[config.mk]
export PLATFORM = sky130hd
export DESIGN_NAME = micro_sequencer_flat
export DESIGN_NICKNAME = d
export VERILOG_FILES = /design/src/rtl/micro_sequencer_if.sv /design/src/rtl/micro_sequencer.sv /design/src/flat_wrapper.sv
export SDC_FILE = /design/constraint.sdc
export NUM_CORES = 1
export LEC_CHECK = 0
export BUFFER_PORTS_ARGS = -buffer_cell sky130_fd_sc_hd__buf_2
export CAP_MARGIN = 0
export CORE_MARGIN = 5
export CORE_UTILIZATION = 48
export DETAILED_ROUTE_END_ITERATION = 10
export PLACE_DENSITY = 0.87
export SYNTH_ARGS = -nofsm -noshare
export SYNTH_HDL_FRONTEND = slang
export SYNTH_SLANG_ARGS = --single-unit
[constraint.sdc]
create_clock -name clk -period 2.6 [get_ports clk]
set_clock_uncertainty 0.05 [all_clocks]
set_input_delay 0.13 -clock clk [delete_from_list [all_inputs] [get_ports clk]]
set_output_delay 0.13 -clock clk [all_outputs]
set_load 0.005 [all_outputs]
[src/rtl/micro_sequencer_if.sv]
// Bus between the micro-sequencer and its control-unit neighbours.
// The master is the sequencer. The slave is the ROM/datapath side.
interface micro_sequencer_if #(
  parameter int ADDR_W = 5,
  parameter int CW_W   = 37,
  parameter int CNT_W  = 16
);
  logic [CW_W-1:0]   ctrl_word;
  logic [3:0]        opcode;
  logic              z_flag;
  logic              stall;
  logic              start;
  logic [ADDR_W-1:0] rom_addr;
  logic              halted;
  logic              illegal;
  logic [CNT_W-1:0]  instr_count;

  modport master (
    input  ctrl_word, opcode, z_flag, stall, start,
    output rom_addr, halted, illegal, instr_count
  );

  modport slave (
    output ctrl_word, opcode, z_flag, stall, start,
    input  rom_addr, halted, illegal, instr_count
  );
endinterface

[src/rtl/micro_sequencer.sv]
// Microprogram sequencer: owns the micro-PC and picks the next ROM address
// from the control word's mode/next fields, the opcode and the Z flag.
module micro_sequencer #(
  parameter int ADDR_W = 5,
  parameter int CW_W   = 37,
  parameter int CNT_W  = 16
) (
  input logic                clk,
  input logic                rst_n,
  micro_sequencer_if.master  bus
);

  typedef enum logic [1:0] {
    M_JUMP     = 2'b00,
    M_DISPATCH = 2'b01,
    M_INC      = 2'b10,
    M_HALT     = 2'b11
  } mode_e;

  typedef enum logic {
    S_RUN  = 1'b0,
    S_HALT = 1'b1
  } state_e;

  state_e            state;
  logic [ADDR_W-1:0] upc;
  logic              halted_q;
  logic              illegal_q;
  logic [CNT_W-1:0]  count_q;

  mode_e             mode;
  logic [ADDR_W-1:0] next_addr;
  logic [ADDR_W-1:0] disp_addr;
  logic              disp_stop;
  logic              disp_bad;

  assign mode      = mode_e'(bus.ctrl_word[6:5]);
  assign next_addr = bus.ctrl_word[ADDR_W-1:0];

  // The sequencer decodes only the low seven bits of the word.
  // The remaining bits drive the datapath.
  wire unused_cw_bits = ^bus.ctrl_word[CW_W-1:7];

  // NOTE: every output of this block gets a default before the case. If any
  // path left one of them unassigned, synthesis would infer a latch.
  always_comb begin
    disp_addr = '0;
    disp_stop = 1'b1;
    disp_bad  = 1'b1;
    unique case (bus.opcode)
      4'd0:  begin disp_addr = ADDR_W'(0);  disp_stop = 1'b0; disp_bad = 1'b0; end
      4'd1:  begin disp_addr = ADDR_W'(21); disp_stop = 1'b0; disp_bad = 1'b0; end
      4'd2:  begin disp_addr = ADDR_W'(24); disp_stop = 1'b0; disp_bad = 1'b0; end
      4'd3:  begin disp_addr = ADDR_W'(18); disp_stop = 1'b0; disp_bad = 1'b0; end
      4'd4:  begin
        disp_addr = bus.z_flag ? ADDR_W'(13) : ADDR_W'(10);
        disp_stop = 1'b0;
        disp_bad  = 1'b0;
      end
      4'd15: disp_bad = 1'b0;
      default: ;
    endcase
  end

  // NOTE: all state updates use non-blocking assignments. Every register
  // then sees the values from before the edge, regardless of statement order.
  always_ff @(posedge clk) begin
    if (!rst_n) begin
      state     <= S_RUN;
      upc       <= '0;
      halted_q  <= 1'b0;
      illegal_q <= 1'b0;
      count_q   <= '0;
    end else begin
      unique case (state)
        S_RUN: begin
          if (!bus.stall) begin
            unique case (mode)
              M_JUMP: upc <= next_addr;
              M_DISPATCH: begin
                count_q <= count_q + 1'b1;
                if (disp_stop) begin
                  upc       <= '0;
                  halted_q  <= 1'b1;
                  illegal_q <= disp_bad;
                  state     <= S_HALT;
                end else begin
                  upc <= disp_addr;
                end
              end
              M_INC: upc <= upc + 1'b1;
              M_HALT: begin
                halted_q <= 1'b1;
                state    <= S_HALT;
              end
            endcase
          end
        end
        S_HALT: begin
          // Stall is deliberately not checked here, so start always restarts the sequencer.
          if (bus.start) begin
            upc       <= '0;
            halted_q  <= 1'b0;
            illegal_q <= 1'b0;
            state     <= S_RUN;
          end
        end
      endcase
    end
  end

  assign bus.rom_addr    = upc;
  assign bus.halted      = halted_q;
  assign bus.illegal     = illegal_q;
  assign bus.instr_count = count_q;

endmodule

[src/flat_wrapper.sv]
// flat-port wrapper written by rule: the top's interface ports become plain ports
module micro_sequencer_flat 
#(
  parameter int ADDR_W = 5,
  parameter int CW_W   = 37,
  parameter int CNT_W  = 16
)
  (clk, rst_n, bus_ctrl_word, bus_opcode, bus_z_flag, bus_stall, bus_start, bus_rom_addr, bus_halted, bus_illegal, bus_instr_count);
  micro_sequencer_if #(.ADDR_W(ADDR_W), .CW_W(CW_W), .CNT_W(CNT_W)) bus_i ();
  input logic clk;
  input logic rst_n;
  input wire logic [$bits(bus_i.ctrl_word)-1:0] bus_ctrl_word;
  input wire logic [$bits(bus_i.opcode)-1:0] bus_opcode;
  input wire logic [$bits(bus_i.z_flag)-1:0] bus_z_flag;
  input wire logic [$bits(bus_i.stall)-1:0] bus_stall;
  input wire logic [$bits(bus_i.start)-1:0] bus_start;
  output wire logic [$bits(bus_i.rom_addr)-1:0] bus_rom_addr;
  output wire logic [$bits(bus_i.halted)-1:0] bus_halted;
  output wire logic [$bits(bus_i.illegal)-1:0] bus_illegal;
  output wire logic [$bits(bus_i.instr_count)-1:0] bus_instr_count;
  assign bus_i.ctrl_word = bus_ctrl_word;
  assign bus_i.opcode = bus_opcode;
  assign bus_i.z_flag = bus_z_flag;
  assign bus_i.stall = bus_stall;
  assign bus_i.start = bus_start;
  assign bus_rom_addr = bus_i.rom_addr;
  assign bus_halted = bus_i.halted;
  assign bus_illegal = bus_i.illegal;
  assign bus_instr_count = bus_i.instr_count;
  micro_sequencer #(.ADDR_W(ADDR_W), .CW_W(CW_W), .CNT_W(CNT_W)) u_core (.clk(clk), .rst_n(rst_n), .bus(bus_i));
endmodule
==> flow_summary.ini <==
[global_routing]
vias_in_the_first_global_route = 1153
global_route.overflow_total = 0
gr-usage-met1_pct = 19.02
grtUsageMet3_pct = 3.058
grt-busiest-layer = met2
grt_max_degree = 15
grt_usage_pct = 14.60
use_met2_pct = 24.09
antenna_violations_before_repair = 0
grt_first_pass_wirelength_um = 4926

[worst_setup_path]
cell_chain_of_the_critical_path = ha_1, and4_1, nand2_1, or4_1, a21oi_1
critical_path_class = flop to flop
critPathRequiredTime_ns = 2.79
slowest_delay_ns = 0.49
end_kind = flop
worstRegToRegCells = 5
crit-reg2reg-capture = u_core.bus.instr_count[14]$_SDFFE_PN0P_
setup.worst_path.start_class = flop
reg2reg_slack_ns = 0.83
timing.critical_path.fanout_max = 6
timing.rr.start = u_core.bus.instr_count[0]$_SDFFE_PN0P_
cp.arrival_ns = 1.95
critical-path-slowest-cell = or4_1

[route]
post_route_ant_nets = 0
detailedRoute.firstIterationViolations = 70
remaining_routing_drc_violations = 0
wire_per_inst_um = 12.39
firstDrtPassIters = 4
routed_wirelength_um = 2813
detailroute.via_count = 1247
detail_route.vias_per_cell = 5.493

[min_path]
hp-start = bus_ctrl_word[4]
whs_endpoint = u_core.bus.rom_addr[4]$_SDFFE_PN0P_
hold_path.class = input pin to flop
worst_hold_stages = 3

[final_layout]
share_of_final_layout_standard_cells_stronger_than_drive_strength_1_pct = 25.51
n_antenna_cell = 0
num-nets-final = 250
layout_commonest_cell = buf_2
areaGrowthSynthToFinish_pct = 18.23
most-common-layout-cells = 38 x buf_2, 24 x dfxtp_1, 17 x nor2_1
layoutNonFillerInstCount = 227

[pwr]
p_per_area_mw_per_mm2 = 406.0
post-layout-total-power_uw = 639.1
leakage_nw = 0.6591
maximum_ir_drop_on_the_vdd_rail_mv = 0.3248

[synthesis]
synth_edf_count = 0
dominant_combinational_cell_family_by_area_after_synthesis = simple AND/OR/NAND/NOR gates
syn_inst = 157
post_synth_mux_area_share_pct = 0
synthTopCellsByArea = dfxtp_1 36%, ha_1 5.6%, nor2_1 4.8%, xnor2_1 3.9%, xor2_1 3.9%
synthDominantAreaCellType = dfxtp_1
synth_flop_cell = dfxtp_1
synthXorXnorAreaFrac_pct = 7.895
synth_largest_type_area_fraction_pct = 36.09
synth.ff_latch_count = 24
synth_compound_gate_area_share_pct = 17.95
synth-simple-area-share_pct = 27.82
synthesis.nets = 209
ys_warn_count = 0
synth-seq-area-share_pct = 36.09
syn-cell-area_mm2 = 0.001331
avgSynthCellArea_um2 = 8.479
synth_fa_ha_area_share_pct = 5.639
synth.lib_cells_used.distinct = 38
async_flop_share_pct = 0

[sta]
rsz0062_at_grt = no
max_freq_mhz = 565.8
max_slew.worst_pin.slew_ns = 0.4513
report.final.slew_viol_count = 0
finalWorstPathRequiredPeriod_ns = 1.767
final_hold_viol_count = 0
setup-violations-final = 0
slew_headroom_pct = 69.88
sum_of_negative_setup_slack_ns = 0
timing.final.ws_setup_ns = 0.8327
final_period_util_pct = 67.97

[die]
ios = 69
fp.coreArea_mm2 = 0.002710
initial_core_utilization_pct = 49.12
fp.dieH_um = 62.67
design.die.area_mm2 = 0.003927
fp.dieW_um = 62.67
num_rows = 19

[clock_network]
clk_pin_slew_ns = 0.12
clock-root-buffer = clkbuf_4
cts_inserted_buffers = 3
cts_num_sinks = 24
postCtsSetupBuffers = 0
cts_tree = built
cts_htree_levels = 1
post_cts_resized = 0
cts.path.max_buffers = 2
clk_lat_worst_skew_ns = 0.30
hold_buf_cts = 0

[placement]
detailed_place_hpwl_um = 2194
gp_routability_congestion = 0.8418
count_of_input_and_output_buffers = 38
dp_slack_ns = 0.7240
dp_cells = 224

[run]
max_cap_viols = 0

[outcome]
status = completed
==> registers in the layout, summed over array words and instances (netlist names) <==
name and cells:
u_core.bus.instr_count 16, u_core.bus.rom_addr 5, u_core.bus.halted 1, u_core.bus.illegal 1, u_core.state 1
==> kinds of logic after synthesis <==
group | after synthesis
buf+inv | 15
compound gates | 36
flops | 24
simple gates | 64
fa+ha+maj | 6
xor+xnor | 12
==> stage by stage <==
stage,area (um^2),utilization [%],hold WS (ns)
after CTS,1574,58.08,0.05175
after global placement,1551,57.25,0.3822
after detailed placement,1551,57.25,0.3821
after global routing,1574,58.08,0.04974
after floorplan,1331,-,0.1975
final,1574,58.08,0.05776
==> metal layers <==
| metal | share of wire (%) | wire length, um |
|---|---|---|
| met5 | 0 | 0 |
| met4 | 0.50 | 14 |
| met3 | 6.2 | 173 |
| met2 | 46 | 1281 |
| met1 | 48 | 1343 |
==> how the worst max path moves through the flow <==
stage | start | end | slack [ns] | cells after the start
6_report | u_core.bus.instr_count[0]$_SDFFE_PN0P_ | u_core.bus.instr_count[14]$_SDFFE_PN0P_ | 0.83 | 5
3_3_place_gp | bus_ctrl_word[6] | u_core.bus.instr_count[14]$_SDFFE_PN0P_ | 0.75 | 7
2_1_floorplan | u_core.bus.instr_count[0]$_SDFFE_PN0P_ | u_core.bus.instr_count[14]$_SDFFE_PN0P_ | 0.98 | 5
5_1_grt | u_core.bus.instr_count[0]$_SDFFE_PN0P_ | u_core.bus.instr_count[14]$_SDFFE_PN0P_ | 0.67 | 5
3_5_place_dp | bus_ctrl_word[6] | u_core.bus.instr_count[14]$_SDFFE_PN0P_ | 0.72 | 7
4_1_cts | u_core.bus.instr_count[0]$_SDFFE_PN0P_ | u_core.bus.instr_count[14]$_SDFFE_PN0P_ | 0.83 | 5
==> cell type report <==
class,instances,area [um^2]
clock buffers,3,22.52
fillers,268,1136
inverters,12,45.04
well taps,31,38.79
multi-input cells,118,789.5
repair buffers,39,197.7
flip-flops and latches,24,480.5
==> report_power, final <==
part           leakage, nW  switching [mW]  internal, mW  total, mW
combinational        0.451          0.0520        0.0449     0.0970
sequential           0.194          0.0108         0.378      0.388
clock               0.0138          0.0997        0.0539      0.154
==> Yosys cell counts, types with 2 or more instances <==
| library cell | instances |
|---|---|
| or3_1 | 2 |
| o21a_1 | 2 |
| inv_1 | 12 |
| ha_1 | 6 |
| and4_1 | 2 |
| a21oi_1 | 10 |
| nand3b_1 | 2 |
| o21ai_0 | 8 |
| o31ai_1 | 5 |
| nand4_1 | 6 |
| and2_1 | 4 |
| nand3_1 | 6 |
| xor2_1 | 6 |
| o32ai_1 | 4 |
| dfxtp_1 | 24 |
| or4_1 | 3 |
| nand2_1 | 13 |
| xnor2_1 | 6 |
| nor2_1 | 17 |
==> worst max-delay path: cells and delay by family (launching register included) <==
| kind | cells | cell delay [ns] |
|---|---|---|
| DFF | 1 | 0.43 |
| adders and majority gates | 1 | 0.22 |
| AOI/OAI and AO/OA | 1 | 0.14 |
| and+or+nand+nor | 3 | 0.87 |
Power figures use the tool's default switching activity.
